--- src/rtl/wb_spi_slave.sv ---
// wb_spi_slave: SPI mode-0 target (MSB first, 8-bit frames) behind a Wishbone register file.
// Define SPI_SLV_IRQ_EN to add the CTRL register (index 2) and the irq output.
module wb_spi_slave #(
    parameter int unsigned SPI_SLV_SYNC = 2
) (
    input  logic        clk,
    input  logic        rst_n,
    input  logic [31:0] wb_adr_i,
    input  logic [31:0] wb_dat_i,
    output logic [31:0] wb_dat_o,
    input  logic        wb_we_i,
    input  logic        wb_stb_i,
    input  logic        wb_cyc_i,
    output logic        wb_ack_o,
    input  logic        sclk,
    input  logic        mosi,
    input  logic        cs_n,
    output logic        miso
`ifdef SPI_SLV_IRQ_EN
    ,
    output logic        irq
`endif
);

    logic [SPI_SLV_SYNC-1:0] sclk_sync, mosi_sync, cs_sync;
    logic sclk_s, mosi_s, cs_s;
    logic sclk_q, cs_q;
    logic sclk_rise, sclk_fall, cs_fall, cs_rise;

    logic [3:0] bit_cnt_q, bit_cnt_d;
    logic [7:0] shift_rx_q, shift_rx_d;
    logic [7:0] shift_tx_q, shift_tx_d;
    logic [7:0] rx_data_q, rx_data_d;
    logic [7:0] tx_data_q, tx_data_d;
    logic       rx_full_q, rx_full_d;
    logic       tx_full_q, tx_full_d;
    logic       overrun_q, overrun_d;
    logic       underrun_q, underrun_d;
    logic       load, byte_done;

    logic        valid, acc, rd, wr;
    logic [1:0]  sel;
    logic        data_rd, data_wr, stat_wr;
    logic [31:0] rd_data;
    logic        unused;

    assign sclk_s = sclk_sync[SPI_SLV_SYNC-1];
    assign mosi_s = mosi_sync[SPI_SLV_SYNC-1];
    assign cs_s   = cs_sync[SPI_SLV_SYNC-1];

    assign sclk_rise = sclk_s & ~sclk_q;
    assign sclk_fall = ~sclk_s & sclk_q;
    assign cs_fall   = ~cs_s & cs_q;
    assign cs_rise   = cs_s & ~cs_q;

    // cs_q drops on the same edge that loads shift_tx, so miso never shows a stale bit
    assign miso = ~cs_q & shift_tx_q[7];

    assign valid   = wb_stb_i & wb_cyc_i;
    assign acc     = valid & ~wb_ack_o;
    assign rd      = acc & ~wb_we_i;
    assign wr      = acc & wb_we_i;
    assign sel     = wb_adr_i[3:2];
    assign data_rd = rd & (sel == 2'd0);
    assign data_wr = wr & (sel == 2'd0);
    assign stat_wr = wr & (sel == 2'd1);

    assign unused = ^{wb_adr_i[31:4], wb_adr_i[1:0], wb_dat_i[31:8]};

`ifdef SPI_SLV_IRQ_EN
    logic [1:0] ctrl_q, ctrl_d;
    logic       ctrl_wr;
    assign ctrl_wr = wr & (sel == 2'd2);
`endif

    always_comb begin
        bit_cnt_d  = bit_cnt_q;
        shift_rx_d = shift_rx_q;
        shift_tx_d = shift_tx_q;
        rx_data_d  = rx_data_q;
        tx_data_d  = tx_data_q;
        rx_full_d  = rx_full_q;
        tx_full_d  = tx_full_q;
        overrun_d  = overrun_q;
        underrun_d = underrun_q;
        load       = 1'b0;
        byte_done  = 1'b0;
`ifdef SPI_SLV_IRQ_EN
        ctrl_d = ctrl_q;
        if (ctrl_wr) ctrl_d = wb_dat_i[1:0];
`endif

        if (cs_fall) begin
            bit_cnt_d = 4'd0;
            load      = 1'b1;
        end else if (cs_rise) begin
            bit_cnt_d = 4'd0;
        end else if (!cs_s) begin
            if (sclk_rise) begin
                shift_rx_d = {shift_rx_q[6:0], mosi_s};
                bit_cnt_d  = bit_cnt_q + 4'd1;
                byte_done  = (bit_cnt_q == 4'd7);
            end else if (sclk_fall) begin
                if (bit_cnt_q == 4'd8) begin
                    bit_cnt_d = 4'd0;
                    load      = 1'b1;
                end else begin
                    shift_tx_d = {shift_tx_q[6:0], 1'b0};
                end
            end
        end

        if (data_rd) rx_full_d = 1'b0;
        if (data_wr) tx_data_d = wb_dat_i[7:0];
        if (stat_wr) begin
            if (wb_dat_i[2]) overrun_d  = 1'b0;
            if (wb_dat_i[3]) underrun_d = 1'b0;
        end

        // Loads see pre-write tx state; a coincident write still arms the next byte
        if (load) begin
            if (tx_full_q) begin
                shift_tx_d = tx_data_q;
                tx_full_d  = 1'b0;
            end else begin
                shift_tx_d = 8'h00;
                underrun_d = 1'b1;
            end
        end
        if (data_wr) tx_full_d = 1'b1;

        if (byte_done) begin
            if (!rx_full_q || data_rd) begin
                rx_data_d = {shift_rx_q[6:0], mosi_s};
                rx_full_d = 1'b1;
            end else begin
                overrun_d = 1'b1;
            end
        end
    end

    always_comb begin
        rd_data = '0;
        case (sel)
            2'd0: rd_data = {24'b0, rx_data_q};
            2'd1: rd_data = {27'b0, ~cs_s, underrun_q, overrun_q, tx_full_q, rx_full_q};
`ifdef SPI_SLV_IRQ_EN
            2'd2: rd_data = {30'b0, ctrl_q};
`endif
            default: rd_data = '0;
        endcase
    end

    always_ff @(posedge clk or negedge rst_n) begin
        if (!rst_n) begin
            sclk_sync  <= '0;
            mosi_sync  <= '0;
            cs_sync    <= '1;
            sclk_q     <= 1'b0;
            cs_q       <= 1'b1;
            bit_cnt_q  <= 4'd0;
            shift_rx_q <= 8'h00;
            shift_tx_q <= 8'h00;
            rx_data_q  <= 8'h00;
            tx_data_q  <= 8'h00;
            rx_full_q  <= 1'b0;
            tx_full_q  <= 1'b0;
            overrun_q  <= 1'b0;
            underrun_q <= 1'b0;
            wb_ack_o   <= 1'b0;
            wb_dat_o   <= 32'h0;
        end else begin
            sclk_sync  <= {sclk_sync[SPI_SLV_SYNC-2:0], sclk};
            mosi_sync  <= {mosi_sync[SPI_SLV_SYNC-2:0], mosi};
            cs_sync    <= {cs_sync[SPI_SLV_SYNC-2:0], cs_n};
            sclk_q     <= sclk_s;
            cs_q       <= cs_s;
            bit_cnt_q  <= bit_cnt_d;
            shift_rx_q <= shift_rx_d;
            shift_tx_q <= shift_tx_d;
            rx_data_q  <= rx_data_d;
            tx_data_q  <= tx_data_d;
            rx_full_q  <= rx_full_d;
            tx_full_q  <= tx_full_d;
            overrun_q  <= overrun_d;
            underrun_q <= underrun_d;
            wb_ack_o   <= valid & ~wb_ack_o;
            if (rd) wb_dat_o <= rd_data;
        end
    end

`ifdef SPI_SLV_IRQ_EN
    always_ff @(posedge clk or negedge rst_n) begin
        if (!rst_n) begin
            ctrl_q <= 2'b00;
            irq    <= 1'b0;
        end else begin
            ctrl_q <= ctrl_d;
            irq    <= (rx_full_q & ctrl_q[0]) | ((overrun_q | underrun_q) & ctrl_q[1]);
        end
    end
`endif

endmodule

--- config.mk ---
export PLATFORM = sky130hd
export DESIGN_NAME = wb_spi_slave
export DESIGN_NICKNAME = d
export VERILOG_FILES = /design/src/rtl/wb_spi_slave.sv
export SDC_FILE = /design/constraint.sdc
export NUM_CORES = 1
export LEC_CHECK = 0
export ABC_AREA = 1
export CORE_ASPECT_RATIO = 0.7
export CORE_MARGIN = 2
export CORE_UTILIZATION = 49
export CTS_BUF_LIST = sky130_fd_sc_hd__clkbuf_2 sky130_fd_sc_hd__clkbuf_4 sky130_fd_sc_hd__clkbuf_8
export CTS_CLUSTER_DIAMETER = 80
export DETAILED_ROUTE_END_ITERATION = 8
export PLACE_DENSITY = 0.86
export RECOVER_POWER = 50
export SLEW_MARGIN = 20
export SYNTH_ARGS = -nofsm -noshare
export SYNTH_HDL_FRONTEND = slang
export SYNTH_SLANG_ARGS = --single-unit
--- constraint.sdc ---
create_clock -name clk -period 3 [get_ports clk]
set_clock_uncertainty 0.2 [all_clocks]
set_input_delay 0.3 -clock clk [delete_from_list [all_inputs] [get_ports clk]]
set_output_delay 0.3 -clock clk [all_outputs]
set_load 0.01 [all_outputs]
==> flow_metrics.env <==
export IMPL_status="finished clean"
export IMPL_r2r_setup_slack_ps=690
export IMPL_worst_pin_slew_ps=818.9
export IMPL_synth_seq_cells=56
export IMPL_busiest_layer="met2"
export IMPL_period_share_pct=77.02
export IMPL_max_cap_violations=0
export IMPL_criticalPathCategory="register to register"
export IMPL_finalWorstSetupSlack_ps=689.3
export IMPL_vias=2056
export IMPL_drive_gt1_share_pct=11.49
export IMPL_grt_overflow=0
export IMPL_synth_area_um2=2791
export IMPL_die_h_um=67.15
export IMPL_slowest_stage="dfstp_1"
export IMPL_cp_cell_sequence="inv_1, ha_1, inv_1, buf_4, nand2_1, nor3_4, nand2_2, nand2_1, o21ai_2"
export IMPL_grt_start_max_net_pins=29
export IMPL_die_area_um2=6326
export IMPL_cp_endpoint="rx_data_q[1]$_DFFE_PN0P_"
export IMPL_clk_path_buf_depth=2
export IMPL_seq_area_frac_synth_pct=50.34
export IMPL_io_buffers=27
export IMPL_finalHoldViolCount=0
export IMPL_peakVddDrop_mv=0.2701
export IMPL_ant_nets=0
export IMPL_syn_instance_count=318
export IMPL_layout_min_cycle_time_ps=2311
export IMPL_grt_pass1_wl_mm=8.535
export IMPL_wl_per_cell_um=11.72
export IMPL_row_count=22
export IMPL_drc=0
export IMPL_cts_reportedPaths_clkPinSlew_ps=90
export IMPL_met1_usage_pct=24.05
export IMPL_cts_setup_buffers=0
export IMPL_final_util_pct=58.00
export IMPL_drt_iter0_markers=125
export IMPL_synth_top_cell_area_share_pct=47.51
export IMPL_hpwlAfterDp_mm=3.712
export IMPL_initial_core_util_pct=52.00
export IMPL_sw_frac_of_total_pct=27.09
export IMPL_antenna_found_initial=0
export IMPL_place_congestion=0.8950
export IMPL_cp_num_cells=9
export IMPL_tns_ps=0
export IMPL_synth_area_leaders="dfrtp_1, nand2_1, nand3_1"
export IMPL_crit_buf_inv=3
export IMPL_ios=106
export IMPL_clock_sinks=56
export IMPL_worstPathMaxFanout=15
export IMPL_routed_wl_mm=4.921
export IMPL_cp_top_family="simple AND/OR/NAND/NOR gates"
export IMPL_clock_fmax_ghz=0.4328
export IMPL_timing_rr_end="rx_data_q[1]$_DFFE_PN0P_"
export IMPL_p_int_w=0.001085
export IMPL_cts_tree="built"
export IMPL_num_antenna_cells=0
export IMPL_setup_violations=0
export IMPL_p_sw_w=0.0004033
export IMPL_use_met3_pct=3.683
export IMPL_cts_root_buf="clkbuf_8"
export IMPL_place_ws_ps=775.7
export IMPL_clkPwrFrac_pct=28.1
export IMPL_power_density_nw_per_um2=478.2
export IMPL_seq_power_share_pct=58.0
export IMPL_holdCritPathClass="register to register"
export IMPL_use_met2_pct=27.68
export IMPL_slew_headroom_pct=45.41
export IMPL_critPathCaptureType="register"
export IMPL_cts_buffers=5
export IMPL_htree_levels=2
export IMPL_cp_arrival_ps=2310
export IMPL_crit_path_start="cs_sync[1]$_DFF_PN1_"
export IMPL_ys_types=28
export IMPL_syn_to_final_growth_pct=11.52
export IMPL_rsz0062_at_grt="false"
export IMPL_nNetsFinal=426
export IMPL_regToRegStartpoint="cs_sync[1]$_DFF_PN1_"
export IMPL_grt_pass1_vias=1891
export IMPL_cp_required_ps=3000
export IMPL_vias_per_cell=4.895
export IMPL_crit_path_start_kind="register"
export IMPL_die_w_um=94.21
export IMPL_dr_pass1_iters=4
export IMPL_finalMaxSlewViolations=0
export IMPL_critPathMaxStageDelay_ps=610
export IMPL_comb_power_share_pct=13.8
export IMPL_core_area_um2=5368
export IMPL_p_leak_nw=1.588
export IMPL_track_usage_pct=17.52
export IMPL_synth_top_cell_by_area="dfrtp_1"
export IMPL_clk_latency_ps=310
export IMPL_synth_warnings=0
export IMPL_r2r_cells=9
export IMPL_syn_avg_cell_area_um2=8.778
==> final cells by class <==
cell class,instances,area (µm²)
Multi-Input combinational cell,212,1080
Fill cell,463,2255
Timing Repair Buffer,31,290.3
Sequential cell,56,1405
Clock inverter,2,10.01
Clock buffer,6,82.58
Inverter,41,155.1
Tap cell,72,90.09
==> synthesized netlist by cell type, drive strengths merged <==
cell type / instances
nand2: 90
dfrtp: 53
nand3: 40
inv: 39
o21ai: 33
buf: 29
nor2: 12
ha: 7
clkbuf: 3
dfstp: 3
nand4: 3
clkinv: 2
a21o: 1
conb: 1
nor3: 1
o211ai: 1
==> through the flow <==
step / hold WS [ps] / instance area, µm² / instances / power, W
floorplan: -195.6 / 2878 / 341 / 0.001021
CTS: 169.2 / 3123 / 420 / 0.001508
detailed placement: 22.91 / 3020 / 411 / 0.001086
finish: 163.9 / 3113 / 420 / 0.001489
global route: 182.1 / 3113 / 420 / 0.001575
global placement: 22.50 / 3020 / 411 / 0.001074
==> logic make-up (layout without fill, tap and decap cells) <==
| family | after synthesis | count (layout) | synth area share, % |
|---|---|---|---|
| DFF | 56 | 56 | 50.34 |
| adders and majority gates | 7 | 7 | 3.137 |
| AOI/OAI and AO/OA | 35 | 35 | 7.575 |
| and+or+nand+nor | 146 | 146 | 24.83 |
| buffers and inverters | 73 | 80 | 13.98 |
| other | 1 | 24 | 0.1343 |
==> per-layer routing <==
metal | wire length, µm | part of all wire [%] | vias up
li1 | - | - | 1012
met1 | 2388 | 49 | 955
met2 | 2183 | 44 | 79
met3 | 271 | 5.5 | 10
met4 | 78 | 1.6 | 0
met5 | 0 | 0 | -
==> sequential cells by signal, summed over array words and instances, names as in the netlist, 2 cells and up <==
name	count
sclk_sync	2
tx_data_q	8
shift_tx_q	8
wb_dat_o	8
mosi_sync	2
cs_sync	2
shift_rx_q	7
bit_cnt_q	4
rx_data_q	8
==> worst min path at each step <==
stage                           startpoint                       end  cells after the start
detailed placement                   rst_n    mosi_sync[1]$_DFF_PN0_                      1
global placement                     rst_n    mosi_sync[0]$_DFF_PN0_                      1
floorplan                            rst_n  bit_cnt_q[0]$_DFFE_PN0P_                      0
CTS                 mosi_sync[0]$_DFF_PN0_    mosi_sync[1]$_DFF_PN0_                      0
finish              mosi_sync[0]$_DFF_PN0_    mosi_sync[1]$_DFF_PN0_                      0
global route          cs_sync[0]$_DFF_PN1_      cs_sync[1]$_DFF_PN1_                      0
==> power by group through the flow <==
| stage | clock [W] | combinational (W) | sequential (W) |
|---|---|---|---|
| 2_1_floorplan | 0 | 0.000152 | 0.000869 |
| 3_3_place_gp | 0 | 0.000201 | 0.000874 |
| 3_5_place_dp | 0 | 0.000209 | 0.000877 |
| 4_1_cts | 0.000433 | 0.000211 | 0.000864 |
| 5_1_grt | 0.000466 | 0.000236 | 0.000873 |
| 6_report | 0.000419 | 0.000206 | 0.000864 |
==> repair_timing <==
action                     4_1_cts  5_1_grt
hold endpoints to repair        14        0
hold buffers                     1        0
setup endpoints to repair        0        0
gates resized for setup          0        0
==> layout by cell type, fill, tap and decap left out, types with 2 or more instances in the layout <==
cell              n
nand2_1          80
dfrtp_1          53
nand3_1          38
inv_1            37
conb_1           24
o21ai_0          23
clkdlybuf4s50_1  23
nor2_1            8
nand2_2           8
o21ai_2           7
ha_1              7
clkbuf_8          6
dlygate4sd3_1     4
clkinv_2          3
o21ai_1           3
nand4_1           3
nor2_4            2
inv_2             2
nor2_2            2
nand2_4           2
dfstp_2           2
clkbuf_1          2
Note: power is estimated with default switching activity, not from simulation.
